===== src/rtl/cap_play_sequencer.sv =====
// -----------------------------------------------------------------------------
// cap_play_sequencer
//
// Sequences capture/playback triggering for the SYSREF-aligned trigger-sync
// block. A software start arms the sequencer. It then waits for
// (cfg_dly_edges + 1) synchronized SYSREF rising edges and drives capture_in
// and/or play_in for a window of cfg_len cycles (0 is treated as 1). A
// holdoff gap of cfg_gap cycles follows before the sequencer returns to IDLE.
//
// Ports:
//   pl_adc_clk, pl_rst        clock, synchronous active-high reset
//   pl_sysref                 raw SYSREF, asynchronous to pl_adc_clk
//   master                    1 = this board originates triggers; a fall
//                             while busy aborts the run
//   cmd_start, cmd_abort      single-cycle commands
//   cmd_capture_en/play_en    outputs to drive in this run
//   cfg_dly_edges/len/gap     run configuration, latched on an accepted start
//   capture_in, play_in       registered trigger requests
//   busy, done, rejected      status; done and rejected are one-cycle pulses
//   timeout_err               sticky; SYSREF went missing while armed
//   sysref_cnt                free-running count of detected SYSREF edges
// -----------------------------------------------------------------------------
module cap_play_sequencer #(
   parameter int LEN_W          = 16,
   parameter int DLY_W          = 4,
   parameter int TIMEOUT_CYCLES = 4096,
   parameter int SYNC_STAGES    = 2
) (
   input  logic             pl_adc_clk,
   input  logic             pl_rst,
   input  logic             pl_sysref,
   input  logic             master,
   input  logic             cmd_start,
   input  logic             cmd_abort,
   input  logic             cmd_capture_en,
   input  logic             cmd_play_en,
   input  logic [DLY_W-1:0] cfg_dly_edges,
   input  logic [LEN_W-1:0] cfg_len,
   input  logic [LEN_W-1:0] cfg_gap,
   output logic             capture_in,
   output logic             play_in,
   output logic             busy,
   output logic             done,
   output logic             timeout_err,
   output logic             rejected,
   output logic [7:0]       sysref_cnt
);

   localparam int              TO_W    = $clog2(TIMEOUT_CYCLES + 1);
   localparam logic [TO_W-1:0] TO_LAST = TO_W'(TIMEOUT_CYCLES - 1);
   localparam logic [TO_W-1:0] TO_MAX  = TO_W'(TIMEOUT_CYCLES);

   typedef enum logic [1:0] {IDLE, ARM, ACTIVE, HOLDOFF} state_e;

   state_e state, next_state;

   logic [SYNC_STAGES-1:0] sync_q;
   logic                   sr_prev;
   logic                   sr_edge;

   logic [DLY_W-1:0] dly_q, edge_cnt;
   logic [LEN_W-1:0] len_q, gap_q, len_cnt, gap_cnt, len_last;
   logic [TO_W-1:0]  to_cnt;
   logic             cap_en_q, play_en_q;

   logic accept, to_hit, abort_req;
   logic capture_d, play_d, busy_d, done_d, rejected_d;

   // Edge detect on the synchronizer output against its previous sample.
   assign sr_edge   = sync_q[SYNC_STAGES-1] & ~sr_prev;
   // Master dropping mid-run is handled exactly like an abort.
   assign abort_req = cmd_abort | ~master;
   // Last window cycle index; a zero length still yields a one-cycle window.
   assign len_last  = (len_q == '0) ? '0 : len_q - LEN_W'(1);

   // State register plus synchronizer and sticky status.
   always_ff @(posedge pl_adc_clk) begin
      // NOTE: every clocked assignment is non-blocking so that all flops sample
      // the pre-edge values regardless of statement order.
      if (pl_rst) begin
         state       <= IDLE;
         sync_q      <= '0;
         sr_prev     <= 1'b0;
         sysref_cnt  <= '0;
         timeout_err <= 1'b0;
      end else begin
         state   <= next_state;
         sync_q  <= {sync_q[SYNC_STAGES-2:0], pl_sysref};
         sr_prev <= sync_q[SYNC_STAGES-1];
         if (sr_edge)
            sysref_cnt <= sysref_cnt + 8'd1;
         if (accept)
            timeout_err <= 1'b0;
         else if (to_hit)
            timeout_err <= 1'b1;
      end
   end

   // Next-state logic.
   always_comb begin
      // NOTE: defaults first so no path leaves a signal unassigned (no latches).
      next_state = state;
      accept     = 1'b0;
      to_hit     = 1'b0;
      unique case (state)
         IDLE: begin
            if (cmd_start && !cmd_abort && master && (cmd_capture_en || cmd_play_en)) begin
               accept     = 1'b1;
               next_state = ARM;
            end
         end
         ARM: begin
            if (abort_req)
               next_state = IDLE;
            else if (sr_edge && edge_cnt == dly_q)
               next_state = ACTIVE;        // an edge beats a coincident timeout
            else if (!sr_edge && to_cnt == TO_LAST) begin
               to_hit     = 1'b1;
               next_state = IDLE;
            end
         end
         ACTIVE: begin
            if (abort_req)
               next_state = IDLE;
            else if (len_cnt == len_last)
               next_state = (gap_q == '0) ? IDLE : HOLDOFF;
         end
         HOLDOFF: begin
            if (abort_req || gap_cnt == gap_q - LEN_W'(1))
               next_state = IDLE;
         end
         default: next_state = IDLE;
      endcase
   end

   // Output logic: values the output flops take at the next edge.
   always_comb begin
      capture_d  = (next_state == ACTIVE) && cap_en_q;
      play_d     = (next_state == ACTIVE) && play_en_q;
      busy_d     = (next_state != IDLE);
      done_d     = (state == ACTIVE || state == HOLDOFF) && next_state == IDLE && !abort_req;
      rejected_d = cmd_start && !accept && ((state == IDLE) ? !cmd_abort : !abort_req);
   end

   // Registered outputs, latched configuration and run counters.
   always_ff @(posedge pl_adc_clk) begin
      if (pl_rst) begin
         capture_in <= 1'b0;
         play_in    <= 1'b0;
         busy       <= 1'b0;
         done       <= 1'b0;
         rejected   <= 1'b0;
         dly_q      <= '0;
         len_q      <= '0;
         gap_q      <= '0;
         cap_en_q   <= 1'b0;
         play_en_q  <= 1'b0;
         edge_cnt   <= '0;
         to_cnt     <= '0;
         len_cnt    <= '0;
         gap_cnt    <= '0;
      end else begin
         capture_in <= capture_d;
         play_in    <= play_d;
         busy       <= busy_d;
         done       <= done_d;
         rejected   <= rejected_d;

         if (accept) begin
            dly_q     <= cfg_dly_edges;
            len_q     <= cfg_len;
            gap_q     <= cfg_gap;
            cap_en_q  <= cmd_capture_en;
            play_en_q <= cmd_play_en;
         end

         // Counters run only while their state persists and clear otherwise.
         if (state == ARM && next_state == ARM) begin
            if (sr_edge) begin
               edge_cnt <= edge_cnt + DLY_W'(1);
               to_cnt   <= '0;
            end else if (to_cnt != TO_MAX) begin
               to_cnt   <= to_cnt + TO_W'(1);
            end
         end else begin
            edge_cnt <= '0;
            to_cnt   <= '0;
         end

         len_cnt <= (state == ACTIVE  && next_state == ACTIVE)  ? len_cnt + LEN_W'(1) : '0;
         gap_cnt <= (state == HOLDOFF && next_state == HOLDOFF) ? gap_cnt + LEN_W'(1) : '0;
      end
   end

endmodule

===== config.mk =====
export PLATFORM = sky130hd
export DESIGN_NAME = cap_play_sequencer
export DESIGN_NICKNAME = d
export VERILOG_FILES = /design/src/rtl/cap_play_sequencer.sv
export SDC_FILE = /design/constraint.sdc
export NUM_CORES = 1
export LEC_CHECK = 0
export ABC_AREA = 1
export BUFFER_PORTS_ARGS = -buffer_cell sky130_fd_sc_hd__buf_2
export CAP_MARGIN = 0
export CORE_MARGIN = 2
export CORE_UTILIZATION = 33
export DETAILED_ROUTE_END_ITERATION = 12
export GPL_TIMING_DRIVEN = 0
export MAX_ROUTING_LAYER = met4
export PLACE_DENSITY_LB_ADDON = 0.08
export SLEW_MARGIN = 20
export SYNTH_ARGS = -nofsm -noshare
export SYNTH_HDL_FRONTEND = slang
export SYNTH_SLANG_ARGS = --single-unit

===== constraint.sdc =====
create_clock -name pl_adc_clk -period 4.18 [get_ports pl_adc_clk]
set_clock_uncertainty 0.15 [all_clocks]
set_input_delay 0.836 -clock pl_adc_clk [delete_from_list [all_inputs] [get_ports pl_adc_clk]]
set_output_delay 0.836 -clock pl_adc_clk [all_outputs]
set_load 0.05 [all_outputs]

# Word-level counts from Yosys, hierarchy flattened
# Cells that the tools add are included.
op_classes:
  n_addsub: 7
  n_mul: 0
  div: 0
  order_cmp: 0
  n_eq_ne: 11
  shifts: 0
  mux: 17
  bitwise: 7
  reduce_logical: 31
op_table:
  columns: ["op", "count"]
  rows:
  - ["16-bit by 1-bit adder with 16-bit output (second input constant)", 2]
  - ["16-bit equality test", 2]
  - ["16-bit logical NOT", 2]
  - ["16-bit by 1-bit subtractor with 16-bit output (second input constant)", 2]
  - ["16-bit two-way mux", 1]
  - ["2-bit two-way mux", 8]
  - ["1-bit logical AND", 14]
  - ["13-bit by 1-bit adder with 13-bit output (second input constant)", 1]
  - ["13-bit by 12-bit equality test with 1-bit output (second input constant)", 1]
  - ["13-bit != test (second input constant)", 1]
  - ["8-bit by 1-bit adder with 8-bit output (second input constant)", 1]
  - ["2-bit equality test (second input constant)", 4]
  - ["2-bit one-hot mux with 4 select lines", 1]
  - ["2-bit OR reduction", 4]
  - ["1-bit two-way mux", 7]
  - ["1-bit inverter", 5]
  - ["4-bit by 1-bit adder with 4-bit output (second input constant)", 1]
  - ["2-bit by 1-bit equality test with 1-bit output (second input constant)", 2]
  - ["4-bit equality test", 1]
  - ["1-bit logical NOT", 4]
  - ["2-bit logical NOT", 2]
  - ["1-bit logical OR", 3]
  - ["3-bit OR reduction", 1]
  - ["2-bit nonzero test", 1]
  - ["other kinds (2)", 2]
totals:
  reg_bits: 106
  latchBits: 0
  ramBits: 0
  mem_bits_ro: 0
  output_inout_bits: 14
  wordCells: 92
  memories: 0

# Logic depth before layout (Yosys ltp)
depth:
  depth_word: 12
  mapped_depth: 22
  depth_no_buf: 21

# Worst setup path after synthesis
# Ideal clock, no wire load.
synth_path:
  path_kind: "register to register"
  startpoint: "register len_q[0]"
  endpoint: "register len_cnt[13]"
  arrival_time_ns: 2.196
  required_ns: 3.910
  setup_slack_ns: 1.714
  path_stages_with_launch: 21
  n_path_buf: 3
  synth_period_minus_slack_ns: 2.466
  cell_sequence: "dfxtp_1 -> inv_1 -> ha_1 -> nand2_2 -> nor2_1 -> nand2_2 -> buf_6 -> buf_6 -> nand4_1 -> nand2_1 -> nor2_1 -> nand3_1 -> nor2_2 -> nand3_2 -> nand2_1 -> nand2_2 -> nand2_4 -> nor2_4 -> nand2_4 -> buf_12 -> nor2_4"
synth_via:
  elab_chain_len: 10
  word_cells_on_any_way: 11
  cone_classes: "1 x add/sub; 2 x eq/ne; 4 x mux; 1 x bitwise; 3 x reduce/logical"
synth_lines:
  columns: ["element", "line", "source"]
  rows:
  - ["start, declared", "62", "logic [LEN_W-1:0] len_q, gap_q, len_cnt, gap_cnt, len_last;"]
  - ["start signal, assigned", "171", "len_q <= cfg_len;"]
  - ["16-bit by 1-bit subtractor with 16-bit output / 16-bit logical NOT (equally long branches)", "74", "assign len_last = (len_q == '0) ? '0 : len_q - LEN_W'(1);"]
  - ["16-bit two-way mux *", "74", null]
  - ["16-bit equality test *", "125", "else if (len_cnt == len_last)"]
  - ["2-bit two-way mux *", "125", null]
  - ["2-bit two-way mux *", "123", "if (abort_req)"]
  - ["2-bit one-hot mux with 4 select lines *", "105", "unique case (state)"]
  - ["2-bit equality test *", "190", "len_cnt <= (state == ACTIVE && next_state == ACTIVE) ? len_cnt + LEN_W'(1) : '0;"]
  - ["1-bit logical AND *", "190", null]
  - ["1-bit inverter (no line) *", null, null]
  - ["2-bit OR reduction (no line) *", null, null]
  - ["end signal, assigned", "190", null]
  - ["end, declared", "62", null]
# Every way passes the cells marked *; elsewhere a longest branch is shown, timed or not.
# A chain may end at the register's enable or synchronous reset.

# Worst setup path after layout
# Ends and elaborated chain as after synthesis.

==> impl_summary.log <==
INFO  metric cts_hold_buffers = 0
INFO  metric dp_wirelength = between 10 and 15 mm
INFO  metric number_of_cells_traversed_by_the_worst_register_to_register_path = 19
INFO  metric p_switching = just over 0.7 mW
INFO  metric layout-drive-gt1-share = about 12%
INFO  metric postLayoutSetupSlackWorst = between 1 and 1.5 ns
INFO  metric critical_path_arrival = 3.09 ns
INFO  metric post-route-drc-count = 0
INFO  metric max-vdd-ir-drop = between 150 and 200 uV
INFO  metric report.power.total = 2.35 mW
INFO  metric yosysUniqueCellTypes = 33
INFO  metric min_period_over_period = between 70% and 80%
INFO  metric clkSlewWorstSetupHoldPaths = around 0.07 ns
INFO  metric timing.critical_path.from_type = flip-flop
INFO  metric route.final.wire_length = around 15 mm
INFO  metric placeableCoreArea = about 0.017 mm2
INFO  metric routed-wl-met3 = ~400 um
INFO  metric top_layer = met4
INFO  metric setup.reg_to_reg.worst_slack = 1.19 ns
INFO  metric hold-path-cell-count = 2
INFO  metric outcome = finished, final reports clean
INFO  metric power_report.internal_total = roughly 1.6 mW
INFO  metric grt_setup_unrepaired = false
INFO  metric drt-wirelength-per-cell = 13.2 um
INFO  metric f_max = 334 MHz
INFO  metric grt_max_degree = 18
INFO  metric pwr_density_cell = 353 mW/mm2
INFO  metric cts_bufs_inserted = 9
INFO  metric vias = approximately 5300
INFO  metric total_track_usage = between 15 and 20%
INFO  metric io_pins = between 50 and 60
INFO  metric stdcell_count = around 1200
INFO  metric clk-insertion-delay-late = 0.36 ns
INFO  metric holdWs = 0.259 ns
INFO  metric final_cell_area = roughly 0.0067 mm2
INFO  metric dp_slack = 1.19 ns
INFO  metric power_switching_share = just over 30%
INFO  metric hold_path_class = flip-flop to flip-flop
INFO  metric cts_sinks = ~110
INFO  metric drv_cap = 0
INFO  metric dr.pass1.iters = 5
INFO  metric synth_nets = 914
INFO  metric setup_viol = 0
INFO  metric normalized_max_slew_margin = between 50% and 60%
INFO  metric die_area = ~0.019 mm2
INFO  metric synthesized_instance_count = 862
INFO  metric cts_resized = 0
INFO  metric layout_min_cycle_time = 2.99 ns
INFO  metric required = roughly 4.3 ns
INFO  metric gr-total-overflow = 0
INFO  metric root_buffer = clkbuf_16
INFO  metric end_kind = flip-flop
INFO  metric hold_start = sync_q[0]$_SDFF_PP0_
INFO  metric share_clk_of_total_power = between 30% and 40%
INFO  metric antenna_found_initial = 0
INFO  metric design.final.nets = 982
INFO  metric dp.cells = about 1100
INFO  metric synth.cell_area = slightly below 0.006 mm2
INFO  metric initial_core_util = between 30% and 40%
INFO  metric seqPwrFrac = around 45%
INFO  metric ys.warnings.count = 0
INFO  metric placed_standard_cell_area = 0.00638 mm2
INFO  metric met2WireLength = 6.91 mm
INFO  metric path_max_fanout = 10
INFO  metric fillerInstances = roughly 1900
INFO  metric globalplace.congestion = 0.825
INFO  metric maximum_root_to_sink_buffer_count = 2
INFO  metric avgViaCountPerCell = ~4.6
INFO  metric fp.dieH = roughly 140 um
INFO  metric wirelength_met1 = between 7 and 8 mm
INFO  metric area_growth = 14.9%
INFO  metric utilization = about two fifths
INFO  metric synth-seq-area-share = a little over a third
INFO  metric floorplan.die.width = roughly 140 um
INFO  metric tritoncts_clock_tree = done
INFO  metric global_route_wire_length_before_repair = between 20 and 25 mm
INFO  metric synth.ff_latch_count = between 100 and 150
INFO  metric finalSetupTns = 0 ns
INFO  metric drtAntennaViolNets = 0
INFO  metric via_count_of_the_first_global_routing_pass = approximately 4900
INFO  metric power_frac_comb = between 10% and 20%
INFO  metric drtIter0Drc = between 200 and 250
INFO  metric clock_tree.htree_level_count = 3
INFO  metric leakage = between 2 and 3 nW
INFO  metric hold_violations = 0
INFO  metric final-max-slew-violation-count = 0
INFO  metric place.port_buffers = 57
INFO  metric postCtsSetupBuffers = 0
INFO  metric worst-setup-path-type = flip-flop to flip-flop
INFO  metric whs_endpoint = sync_q[1]$_SDFF_PP0_
INFO  metric rows = 48
INFO  metric max_slew.worst_pin.slew = 0.607 ns
INFO  metric r2r-end = len_cnt[13]$_SDFF_PP0_
INFO  metric r2r_start = len_q[0]$_SDFFE_PP0P_
INFO  metric ant_cells = 0
INFO  metric synth_area_per_cell = just under 7 um2
==> sequential cells by signal, indices dropped and copies added (netlist names) <==
signal / count
capture_in: 1
sysref_cnt: 8
done: 1
gap_q: 16
sr_prev: 1
len_q: 16
rejected: 1
timeout_err: 1
to_cnt: 13
dly_q: 4
play_in: 1
state: 2
cap_en_q: 1
busy: 1
len_cnt: 16
sync_q: 2
gap_cnt: 16
play_en_q: 1
edge_cnt: 4
==> area by class of cell <==
cell class	count	area, um2	area share, %
tap	225	282	4.22
multi-input combinational	615	3120	46.8
buffer	20	110	1.65
inverter	121	454	6.80
timing repair buffer	57	285	4.27
clock inverter	4	32.5	0.487
clock buffer	12	267	3.99
sequential	106	2120	31.8
==> power groups by stage <==
stage	combinational (mW)	clock, mW	sequential (mW)
after CTS	0.443	0.900	1.05
after detailed placement	0.442	0	1.07
final	0.439	0.867	1.05
after floorplan	0.319	0	1.07
after global routing	0.507	0.929	1.05
after global placement	0.441	0	1.07
==> kinds of logic after synthesis <==
logic type      Yosys count  share of synthesized area, %
flops                   106                          36.5
compound gates           95                          8.44
mux                       1                         0.172
xor+xnor                 46                          6.94
simple gates            465                          36.5
buf+inv                 141                          9.71
fa+ha+maj                 8                          1.72
==> routing by layer <==
layer,GRT usage (%),vias to the layer above
li1,-,2860
met1,23.5,2359
met2,27.8,53
met3,3.96,11
met4,4.46,0
met5,-,-
==> worst max path at each step <==
stage                                        end                   from  slack [ns]
after floorplan           len_cnt[13]$_SDFF_PP0_  len_q[0]$_SDFFE_PP0P_        1.71
after global placement    len_cnt[13]$_SDFF_PP0_  len_q[0]$_SDFFE_PP0P_        1.15
after detailed placement  len_cnt[13]$_SDFF_PP0_  len_q[0]$_SDFFE_PP0P_        1.19
after CTS                 len_cnt[13]$_SDFF_PP0_  len_q[0]$_SDFFE_PP0P_        1.17
after global routing      len_cnt[13]$_SDFF_PP0_  len_q[0]$_SDFFE_PP0P_        0.89
final                     len_cnt[13]$_SDFF_PP0_  len_q[0]$_SDFFE_PP0P_        1.19
==> layout by cell type (no fill, tap or decap), types with 2 or more instances in the layout <==
cell type   netlist  layout
nor2_2            5       5
clkbuf_1         16      16
nand3_2           2       2
nor2_1          149     149
nor2_4           14      14
nor4_1            7       7
o21ai_0          52      52
clkinv_1          3       3
clkbuf_8          0       3
buf_6             2       2
nand2_2           4       4
nor3_1           20      20
buf_2             0      57
or2_2             3       3
nand4_1          20      20
xnor2_1          13      13
nand2_1         170     170
clkinvlp_4        0       2
nor3b_1           7       7
inv_6             0       2
ha_1              8       8
nand2_4           2       2
inv_1           118     118
xor2_1           33      33
clkbuf_16         0       9
a211oi_1          2       2
a21oi_1          38      38
nand3_1          59      59
dfxtp_1         106     106
==> cell usage after synthesis <==
cell,number,area share [%]
a211oi_1,2,0.26
a21oi_1,38,3.3
and2_1,1,0.11
buf_12,1,0.34
buf_4,1,0.13
buf_6,2,0.39
clkbuf_1,16,1.0
clkinv_1,3,0.19
dfxtp_1,106,37
ha_1,8,1.7
inv_1,118,7.6
mux2i_1,1,0.17
nand2_1,170,11
nand2_2,4,0.43
nand2_4,2,0.39
nand3_1,59,5.1
nand3_2,2,0.34
nand3_4,1,0.30
nand4_1,20,2.2
nor2_1,149,9.6
nor2_2,5,0.54
nor2_4,14,2.7
nor3_1,20,1.7
nor3b_1,7,0.90
nor4_1,7,0.75
o2111ai_1,1,0.15
o211a_1,1,0.17
o21ai_0,52,4.5
o22ai_1,1,0.11
or2_0,1,0.11
or2_2,3,0.32
xnor2_1,13,2.0
xor2_1,33,5.0
==> worst max-delay path: stages (launching register included) <==
cell     delay [ns]
dfxtp_1        0.30
inv_1          0.19
ha_1           0.25
nand2_2        0.13
nor2_1         0.15
nand2_2        0.08
buf_4          0.18
nand3_1        0.11
nand3_1        0.09
nor2_1         0.09
nand2_1        0.09
nor3_1         0.20
nand3_2        0.13
nand2_1        0.10
nand2_2        0.07
nand2_4        0.10
nor2_4         0.06
nand2_4        0.15
buf_12         0.20
nor2_4         0.03
Note: power is estimated with default switching activity, not from simulation.
